--- config.mk ---
export PLATFORM = sky130hd
export DESIGN_NAME = sys_ctrl
export DESIGN_NICKNAME = d
export VERILOG_FILES = /design/src/rtl/UART_pkg.sv /design/src/rtl/sys_ctrl_timer.sv /design/src/rtl/sys_ctrl.sv
export SDC_FILE = /design/constraint.sdc
export NUM_CORES = 1
export LEC_CHECK = 0
export ABC_AREA = 1
export BUFFER_PORTS_ARGS = -buffer_cell sky130_fd_sc_hd__clkbuf_2
export CAP_MARGIN = 20
export CORE_MARGIN = 8
export CORE_UTILIZATION = 56
export DETAILED_ROUTE_END_ITERATION = 10
export PLACE_DENSITY_LB_ADDON = 0.05
export SLEW_MARGIN = 5
export SYNTH_ARGS = -nofsm -noshare
export SYNTH_HDL_FRONTEND = slang
export SYNTH_SLANG_ARGS = --single-unit
--- constraint.sdc ---
create_clock -name CLK -period 2.49 [get_ports CLK]
set_clock_uncertainty 0.05 [all_clocks]
set_input_delay 0.249 -clock CLK [delete_from_list [all_inputs] [get_ports CLK]]
set_output_delay 0.249 -clock CLK [all_outputs]
set_load 0.03 [all_outputs]
--- src/rtl/UART_pkg.sv ---
// UART system shared definitions: data/address widths, sys_ctrl opcodes and
// the sys_ctrl FSM state encoding.
package UART_pkg;

    localparam int unsigned DATA_WIDTH    = 8;
    localparam int unsigned ADDRESS_WIDTH = 4;
    localparam int unsigned ALU_FUN_WIDTH = 4;

    // Frame opcodes (first byte of every command frame)
    localparam logic [DATA_WIDTH-1:0] CMD_RF_WR   = 8'hAA;
    localparam logic [DATA_WIDTH-1:0] CMD_RF_RD   = 8'hBB;
    localparam logic [DATA_WIDTH-1:0] CMD_ALU_OP  = 8'hCC;
    localparam logic [DATA_WIDTH-1:0] CMD_ALU_NOP = 8'hDD;

    typedef enum logic [3:0] {
        ST_IDLE,
        ST_WR_ADDR,
        ST_WR_DATA,
        ST_RD_ADDR,
        ST_RD_WAIT,
        ST_OP_A,
        ST_OP_B,
        ST_ALU_FUN,
        ST_ALU_WAIT,
        ST_TX_LO,
        ST_TX_HI
    } sys_ctrl_state_e;

endpackage

--- src/rtl/sys_ctrl_timer.sv ---
// Inter-byte timeout counter for sys_ctrl.
// Ports: clk, rst_n (async active-low); clear_i restarts the count;
// enable_i lets it run; expired_o is high for the cycle in which the count
// sits at TIMEOUT_CYCLES-1.
module sys_ctrl_timer #(
    parameter int unsigned TIMEOUT_CYCLES = 4096
) (
    input  logic clk,
    input  logic rst_n,
    input  logic clear_i,
    input  logic enable_i,
    output logic expired_o
);

    localparam int unsigned CNT_W = $clog2(TIMEOUT_CYCLES);

    logic [CNT_W-1:0] cnt_q, cnt_d;
    logic             expired_q, expired_d;

    // Count saturates at the limit; expired is pre-decoded one count early
    // so it lines up with cnt_q == TIMEOUT_CYCLES-1.
    always_comb begin
        cnt_d     = cnt_q;
        expired_d = 1'b0;
        if (clear_i || !enable_i) begin
            cnt_d = '0;
        end else begin
            if (cnt_q != CNT_W'(TIMEOUT_CYCLES - 1)) begin
                cnt_d = cnt_q + CNT_W'(1);
            end
            expired_d = (cnt_q == CNT_W'(TIMEOUT_CYCLES - 2));
        end
    end

    always_ff @(posedge clk or negedge rst_n) begin
        if (!rst_n) begin
            cnt_q     <= '0;
            expired_q <= 1'b0;
        end else begin
            cnt_q     <= cnt_d;
            expired_q <= expired_d;
        end
    end

    assign expired_o = expired_q;

endmodule

--- src/rtl/sys_ctrl.sv ---
// Command sequencer: decodes UART RX byte frames into register-file
// write/read cycles and ALU operations, and returns read data / ALU results
// to UART TX (ALU results LSB first) under a valid/busy handshake.
// Ports: CLK, RST (async active-low); RX_P_DATA/RX_D_VLD from UART RX;
// RF_Address/RF_WrEn/RF_RdEn/RF_WrData/RF_RdData/RF_RdData_valid to the
// register file; ALU_FUN/ALU_EN/ALU_OUT/ALU_OUT_VLD to the ALU;
// TX_P_DATA/TX_D_VLD/TX_BUSY to UART TX; CMD_ERR error pulse.
// Build option: define SYS_CTRL_TIMEOUT_EN to abort stalled frames after
// TIMEOUT_CYCLES cycles without a byte.
module sys_ctrl
    import UART_pkg::*;
#(
    parameter int unsigned TIMEOUT_CYCLES = 4096
) (
    input  logic                       CLK,
    input  logic                       RST,
    input  logic [DATA_WIDTH-1:0]      RX_P_DATA,
    input  logic                       RX_D_VLD,
    output logic [ADDRESS_WIDTH-1:0]   RF_Address,
    output logic                       RF_WrEn,
    output logic                       RF_RdEn,
    output logic [DATA_WIDTH-1:0]      RF_WrData,
    input  logic [DATA_WIDTH-1:0]      RF_RdData,
    input  logic                       RF_RdData_valid,
    output logic [ALU_FUN_WIDTH-1:0]   ALU_FUN,
    output logic                       ALU_EN,
    input  logic [2*DATA_WIDTH-1:0]    ALU_OUT,
    input  logic                       ALU_OUT_VLD,
    output logic [DATA_WIDTH-1:0]      TX_P_DATA,
    output logic                       TX_D_VLD,
    input  logic                       TX_BUSY,
    output logic                       CMD_ERR
);

    localparam int unsigned RSP_W = 2 * DATA_WIDTH;

    // The timer needs at least two cycles to pre-decode its expiry.
    if (TIMEOUT_CYCLES < 2) begin : g_timeout_cfg_check
        $error("sys_ctrl: TIMEOUT_CYCLES must be at least 2");
    end

    sys_ctrl_state_e            state_q, state_d;
    logic [ADDRESS_WIDTH-1:0]   rf_addr_q, rf_addr_d;
    logic                       rf_wr_en_q, rf_wr_en_d;
    logic                       rf_rd_en_q, rf_rd_en_d;
    logic [DATA_WIDTH-1:0]      rf_wr_data_q, rf_wr_data_d;
    logic [ALU_FUN_WIDTH-1:0]   alu_fun_q, alu_fun_d;
    logic                       alu_en_q, alu_en_d;
    logic [DATA_WIDTH-1:0]      tx_data_q, tx_data_d;
    logic                       tx_vld_q, tx_vld_d;
    logic                       cmd_err_q, cmd_err_d;
    logic [RSP_W-1:0]           rsp_q, rsp_d;
    logic                       rsp_two_q, rsp_two_d;
    logic                       tx_accept_c;
    logic                       timeout_c;

`ifdef SYS_CTRL_TIMEOUT_EN
    logic tmr_en_c;
    logic tmr_expired;

    // Timer runs only while a frame is waiting for its next byte.
    always_comb begin
        tmr_en_c = (state_q == ST_WR_ADDR) || (state_q == ST_WR_DATA) ||
                   (state_q == ST_RD_ADDR) || (state_q == ST_OP_A)    ||
                   (state_q == ST_OP_B)    || (state_q == ST_ALU_FUN);
    end

    sys_ctrl_timer #(
        .TIMEOUT_CYCLES (TIMEOUT_CYCLES)
    ) u_timer (
        .clk       (CLK),
        .rst_n     (RST),
        .clear_i   (RX_D_VLD),
        .enable_i  (tmr_en_c),
        .expired_o (tmr_expired)
    );

    // A byte arriving in the expiry cycle wins over the timeout.
    assign timeout_c = tmr_expired && !RX_D_VLD;
`else
    assign timeout_c = 1'b0;
`endif

    // Byte handed to UART TX at this edge.
    assign tx_accept_c = tx_vld_q && !TX_BUSY;

    // Next-state and registered-output logic
    always_comb begin
        state_d      = state_q;
        rf_addr_d    = rf_addr_q;
        rf_wr_en_d   = 1'b0;
        rf_rd_en_d   = 1'b0;
        rf_wr_data_d = rf_wr_data_q;
        alu_fun_d    = alu_fun_q;
        alu_en_d     = 1'b0;
        tx_data_d    = tx_data_q;
        tx_vld_d     = tx_vld_q;
        cmd_err_d    = 1'b0;
        rsp_d        = rsp_q;
        rsp_two_d    = rsp_two_q;

        unique case (state_q)
            ST_IDLE: begin
                if (RX_D_VLD) begin
                    case (RX_P_DATA)
                        CMD_RF_WR:   state_d = ST_WR_ADDR;
                        CMD_RF_RD:   state_d = ST_RD_ADDR;
                        CMD_ALU_OP:  state_d = ST_OP_A;
                        CMD_ALU_NOP: state_d = ST_ALU_FUN;
                        default:     cmd_err_d = 1'b1;
                    endcase
                end
            end
            ST_WR_ADDR: begin
                if (RX_D_VLD) begin
                    rf_addr_d = RX_P_DATA[ADDRESS_WIDTH-1:0];
                    state_d   = ST_WR_DATA;
                end
            end
            ST_WR_DATA: begin
                if (RX_D_VLD) begin
                    rf_wr_en_d   = 1'b1;
                    rf_wr_data_d = RX_P_DATA;
                    state_d      = ST_IDLE;
                end
            end
            ST_RD_ADDR: begin
                if (RX_D_VLD) begin
                    rf_addr_d  = RX_P_DATA[ADDRESS_WIDTH-1:0];
                    rf_rd_en_d = 1'b1;
                    state_d    = ST_RD_WAIT;
                end
            end
            ST_RD_WAIT: begin
                if (RF_RdData_valid) begin
                    rsp_d     = {DATA_WIDTH'(0), RF_RdData};
                    rsp_two_d = 1'b0;
                    state_d   = ST_TX_LO;
                end
            end
            ST_OP_A: begin
                if (RX_D_VLD) begin
                    rf_addr_d    = ADDRESS_WIDTH'(0);
                    rf_wr_en_d   = 1'b1;
                    rf_wr_data_d = RX_P_DATA;
                    state_d      = ST_OP_B;
                end
            end
            ST_OP_B: begin
                if (RX_D_VLD) begin
                    rf_addr_d    = ADDRESS_WIDTH'(1);
                    rf_wr_en_d   = 1'b1;
                    rf_wr_data_d = RX_P_DATA;
                    state_d      = ST_ALU_FUN;
                end
            end
            ST_ALU_FUN: begin
                if (RX_D_VLD) begin
                    alu_fun_d = RX_P_DATA[ALU_FUN_WIDTH-1:0];
                    alu_en_d  = 1'b1;
                    state_d   = ST_ALU_WAIT;
                end
            end
            ST_ALU_WAIT: begin
                if (ALU_OUT_VLD) begin
                    rsp_d     = ALU_OUT;
                    rsp_two_d = 1'b1;
                    state_d   = ST_TX_LO;
                end
            end
            // Valid is raised one cycle after entry, so it is low for at
            // least one cycle between the low and high bytes.
            ST_TX_LO: begin
                if (tx_accept_c) begin
                    tx_vld_d = 1'b0;
                    state_d  = rsp_two_q ? ST_TX_HI : ST_IDLE;
                end else begin
                    tx_vld_d  = 1'b1;
                    tx_data_d = rsp_q[DATA_WIDTH-1:0];
                end
            end
            ST_TX_HI: begin
                if (tx_accept_c) begin
                    tx_vld_d = 1'b0;
                    state_d  = ST_IDLE;
                end else begin
                    tx_vld_d  = 1'b1;
                    tx_data_d = rsp_q[RSP_W-1:DATA_WIDTH];
                end
            end
            default: state_d = ST_IDLE;
        endcase

        // Abandon a stalled frame; operand writes already issued stand.
        if (timeout_c) begin
            state_d   = ST_IDLE;
            cmd_err_d = 1'b1;
        end
    end

    always_ff @(posedge CLK or negedge RST) begin
        if (!RST) begin
            state_q      <= ST_IDLE;
            rf_addr_q    <= '0;
            rf_wr_en_q   <= 1'b0;
            rf_rd_en_q   <= 1'b0;
            rf_wr_data_q <= '0;
            alu_fun_q    <= '0;
            alu_en_q     <= 1'b0;
            tx_data_q    <= '0;
            tx_vld_q     <= 1'b0;
            cmd_err_q    <= 1'b0;
            rsp_q        <= '0;
            rsp_two_q    <= 1'b0;
        end else begin
            state_q      <= state_d;
            rf_addr_q    <= rf_addr_d;
            rf_wr_en_q   <= rf_wr_en_d;
            rf_rd_en_q   <= rf_rd_en_d;
            rf_wr_data_q <= rf_wr_data_d;
            alu_fun_q    <= alu_fun_d;
            alu_en_q     <= alu_en_d;
            tx_data_q    <= tx_data_d;
            tx_vld_q     <= tx_vld_d;
            cmd_err_q    <= cmd_err_d;
            rsp_q        <= rsp_d;
            rsp_two_q    <= rsp_two_d;
        end
    end

    assign RF_Address = rf_addr_q;
    assign RF_WrEn    = rf_wr_en_q;
    assign RF_RdEn    = rf_rd_en_q;
    assign RF_WrData  = rf_wr_data_q;
    assign ALU_FUN    = alu_fun_q;
    assign ALU_EN     = alu_en_q;
    assign TX_P_DATA  = tx_data_q;
    assign TX_D_VLD   = tx_vld_q;
    assign CMD_ERR    = cmd_err_q;

endmodule

# ---- Yosys cells after proc, flatten, opt, wreduce, memory -nomap -nowiden
# Index checks and enable logic that the tools add are counted.
dict set report totals {
  regBits 50
  latchBits 0
  mem_bits_rw 0
  mem_bits_ro 0
  input_bits 38
  out_inout_bits 29
  elab_cells 91
  mem_count 0
}
dict set report classes {
  n_addsub 0
  multipliers 0
  div 0
  order_cmp 0
  n_eq_ne 29
  n_shift 0
  mux 34
  bitwise_logic 0
  reduce_logical 16
}
# operator n
set ops {}
lappend ops {{$mux W4} 14}
lappend ops {{$pmux W4 S11} 1}
lappend ops {{$eq A8 B8 Y1 const B} 4}
lappend ops {{$mux W16} 2}
lappend ops {{$pmux W16 S2} 1}
lappend ops {{$ne A2 B2 Y1 const B} 13}
lappend ops {{$eq A4 B3 Y1 const B} 4}
lappend ops {{$mux W8} 2}
lappend ops {{$pmux W4 S4} 1}
lappend ops {{$pmux W8 S2} 1}
lappend ops {{$eq A4 B4 Y1 const B} 3}
lappend ops {{$pmux W4 S3} 1}
lappend ops {{$reduce_and A12 Y1} 1}
lappend ops {{$mux W1} 10}
lappend ops {{$eq A4 B2 Y1 const B} 2}
lappend ops {{$reduce_and A3 Y1} 2}
lappend ops {{$ne A5 B1 Y1 const B} 1}
lappend ops {{$eq A4 B1 Y1 const B} 1}
lappend ops {{$logic_not A4 Y1} 1}
lappend ops {{$reduce_and A2 Y1} 2}
lappend ops {{$reduce_and A4 Y1} 1}
lappend ops {{$reduce_bool A2 Y1} 2}
lappend ops {{$reduce_or A2 Y1} 2}
lappend ops {{$reduce_or A4 Y1} 1}
lappend ops {{other kinds (6)} 6}

# ---- Longest topological paths before layout
dict set report depth {
  depth_word 5
  ltp_mapped 10
}

# ---- Least setup slack after synthesis
# No wires, ideal clock.
dict set report synth_timing {
  kind {register -> register}
  startpoint {register tx_vld_q (netlist: TX_D_VLD)}
  endpoint {register state_q[1]}
  setup_ns 0.117
  t_arrival_ns 1.251
  required_time_ns 2.323
  path_slack_ns 1.072
  stages_incl_launch_ff 8
  period_less_slack_ns 1.418
  path_cell_list {dfrtp_1 > inv_1 > nor2_1 > nor2_8 > nor2_4 > nand2_2 > nand2_1 > nand2_1}
}
dict set report synth_between {
  elab_chain_cells 3
  elab_cells_between_ends 4
  classes_between {2 x eq/ne; 2 x reduce/logical}
}
# element line_no
set synth_rtl {}
lappend synth_rtl {{start, declared} sys_ctrl.sv:50} ;# logic tx_vld_q, tx_vld_d;
lappend synth_rtl {{start signal, assigned} sys_ctrl.sv:224} ;# tx_vld_q <= tx_vld_d;
lappend synth_rtl {{$logic_and A1 B1 Y1 (*)} sys_ctrl.sv:85} ;# assign tx_accept_c = tx_vld_q && !TX_BUSY;
lappend synth_rtl {{$ne A2 B2 Y1 (no line)} n/a}
lappend synth_rtl {{$reduce_and A12 Y1 (no line) (*)} n/a}
lappend synth_rtl {{end signal, assigned} sys_ctrl.sv:216} ;# state_q <= state_d;
lappend synth_rtl {{end, declared} sys_ctrl.sv:42} ;# sys_ctrl_state_e state_q, state_d;
# Mark *: on every way between the ends. The rest lies on a longest branch, timed or not.
# A chain may end at the register's enable or synchronous reset.

# ---- Worst setup path after layout
dict set report layout_timing {
  startpoint {register state_q[0]}
  endpoint {register rsp_q[7]}
}
dict set report layout_between {
  elab_chain_cells 3
  elab_cells_between_ends 7
  classes_between {4 x eq/ne; 1 x mux; 2 x reduce/logical}
}
# element line_no
set layout_rtl {}
lappend layout_rtl {{$eq A4 B4 Y1 / $eq A4 B3 Y1 (equally long branches)} sys_ctrl.sv:102} ;# unique case (state_q)
lappend layout_rtl {{$ne A2 B2 Y1 (no line) / $reduce_bool A2 Y1 (equally long branches)} n/a}
lappend layout_rtl {{$reduce_and A3 Y1 (no line)} n/a}
lappend layout_rtl {{end signal, assigned} sys_ctrl.sv:226} ;# rsp_q <= rsp_d;
lappend layout_rtl {{end, declared} sys_ctrl.sv:52} ;# logic [RSP_W-1:0] rsp_q, rsp_d;
# Several ways; a longest one is shown, not always the timed one.

==> reports/metrics.yaml <==
p_per_area_nw_per_um2: 1220
die_width_um: 82.8
insertion_delay_ns: 0.31
ff2ff_setup_slack_ns: 0.83
h-tree-depth: 2
setup_viol: 0
synthSimpleGateAreaFrac: 0.348
grt_pass1_vias: 2097
place_area_um2: 2840
synth_cell_type_count: 25
pwr-share-comb: 0.464
r2r-end: "rsp_q[7]"
critPathArrivalTime_ns: 1.80
routed_wl_um: 5810
r2r_start: "state_q[0]"
worst_slack_ns: 0.834
p_seq_frac: 0.374
synth_cells: 316
synth_compound_area_frac: 0.0882
maxSlewViolCount: 0
violations: "hold timing"
cts_buffers: 5
clkPwrFrac: 0.162
synth_nets: 354
setup_tns_ns: 0
switching_share: 0.459
hold_viol: 29
cp-start-kind: "flip-flop"
timing.fmax_mhz: 604
synth_area_leaders: "dfrtp_1 50%, nand2_1 20%, nand3_1 3.8%"
fp.dieH_um: 82.8
synth_xor_area_frac: 0
synth_top_family_by_area: "simple AND/OR/NAND/NOR gates"
fin_nets: 422
gp_congestion: 0.910
max-cap-violations: 0
ys.warnings.count: 0
post-route-period-util: 0.665
status: "complete, but fails checks"
grt-ovfl-total: 0
synth_mux_area_frac: 0
min_period_ns: 1.66
cts_resized: 0
peakVddDrop_v: 0.000621
antenna_left: 0
cts_tree: "yes"
clk_path_buf_depth: 2
route.detailed.drc: 0
die_area_um2: 6850
vias_per_cell: 5.08
yosysSeqAreaShare: 0.501
slowest_delay_ns: 0.50
totalPowerFinal_mw: 3.60
rr_worst_depth: 6
holdBufCountCts: 0
postCtsSetupBuffers: 0
ys_ff_latch: 50
critPathMaxFanout: 26
utilization: 0.684
num_antenna_cells: 0
synth_top_area_frac: 0.501
grt_pass1_wl_um: 9490
grt_usage: 0.178
worstHoldPathType: "in -> async"
cts_root_buf: "clkbuf_8"
synthesis.area_um2: 2500
fin_hold_ws_ns: -0.0118
required_ns: 2.63
io_buffer_count: 66
fin_area_um2: 2960
rsz0062_at_grt: "no"
antenna_found_initial: 0
drt_first_pass_iters: 4
critical_path_class: "reg -> reg"
vias: 2216
avgSynthCellArea_um2: 7.90
switchingPower_mw: 1.65
layout-drive-gt1-share: 0.255
io_pins: 67
p_leak_nw: 1.61
wl_per_cell_um: 13.3
crit_chain: "nor2_4 > nand3_1 > nand3_4 > inv_2 > nand2_1 > o21ai_1"
core.rowCount: 24
post-place-cells: 429
slew_headroom: 0.587
initial_core_util: 0.577
dp_slack_ns: 0.855
synthToLayoutAreaGrowth_pct: 18.4
synth_top_area_cell: "dfrtp_1"
dp_hpwl_um: 4360
internal_power_mw: 1.95
end_kind: "flip-flop"
instances_no_fill: 436
grt_max_degree: 51
final_common_cell: "nand2_1"
cp_slowest_cell: "dfrtp_1"
clkSinkCount: 50
most-common-layout-cells: "132 x nand2_1, 66 x clkbuf_2, 50 x dfrtp_1"
core_area_um2: 4320
drt-initial-drc-count: 163
yosys.area_share.adder: 0
worst_pin_slew_ns: 0.619
path_clk_slew_ns: 0.09
## cell usage after synthesis
cell type and n:
nand2_1 132, dfrtp_1 50, nor2_1 25, nand3_1 19, inv_1 18, o21ai_0 15, o21ai_1 12, a31oi_1 7
inv_2 7, a21oi_1 5, buf_6 4, nor2_4 4, nand2_2 3, buf_2 2, nand2_4 2, nor2_8 2
a21boi_0 1, a21oi_2 1, buf_4 1, nand3_2 1, nand3_4 1, nand4_1 1, nand4_2 1, nor2_2 1
nor3_1 1
## critical path, delay by kind of cell, from the launching register on
kind	cells	cell delay, ns
DFF	1	0.50
AOI/OAI and AO/OA	1	0.06
and+or+nand+nor	4	0.79
buffers and inverters	1	0.14
## kinds of logic after synthesis
group,Yosys count
simple gates,193
buf+inv,32
compound gates,41
flops,50
## power by group through the flow
stage	sequential, mW	clock, mW	combinational, mW
2_1_floorplan	1.70	0	0.905
3_3_place_gp	1.34	0	1.65
3_5_place_dp	1.36	0	1.68
4_1_cts	1.34	0.588	1.68
5_1_grt	1.39	0.620	1.84
6_report	1.35	0.584	1.67
## worst max path at each step
stage	startpoint	end	slack, ns
floorplan	TX_D_VLD	state_q[1]	1.07
global placement	state_q[0]	rsp_q[7]	0.90
detailed placement	state_q[0]	rsp_q[7]	0.86
CTS	state_q[0]	rsp_q[7]	0.83
global route	state_q[0]	RF_WrData[5]	0.67
finish	state_q[0]	rsp_q[7]	0.83
## metal layers
layer | wire (µm) | track usage
met1 | 2630 | 0.231
met2 | 2680 | 0.287
met3 | 438 | 0.0433
met4 | 65 | 0.0517
met5 | 0 | 0
## cell type report
type,count,area [µm²]
Multi-Input combinational cell,234,1090
Tap cell,52,65.1
Clock inverter,1,30.0
Sequential cell,50,1250
Timing Repair Buffer,68,345
Fill cell,408,1370
Clock buffer,6,82.6
Inverter,25,93.8
## flip-flops by register name, summed over array words and instances (netlist names)
signal,flops
RF_RdEn,1
RF_Address,4
RF_WrEn,1
CMD_ERR,1
ALU_FUN,4
rsp_q,16
rsp_two_q,1
TX_P_DATA,8
TX_D_VLD,1
ALU_EN,1
state_q,4
RF_WrData,8
(Power assumes the default switching activity.)
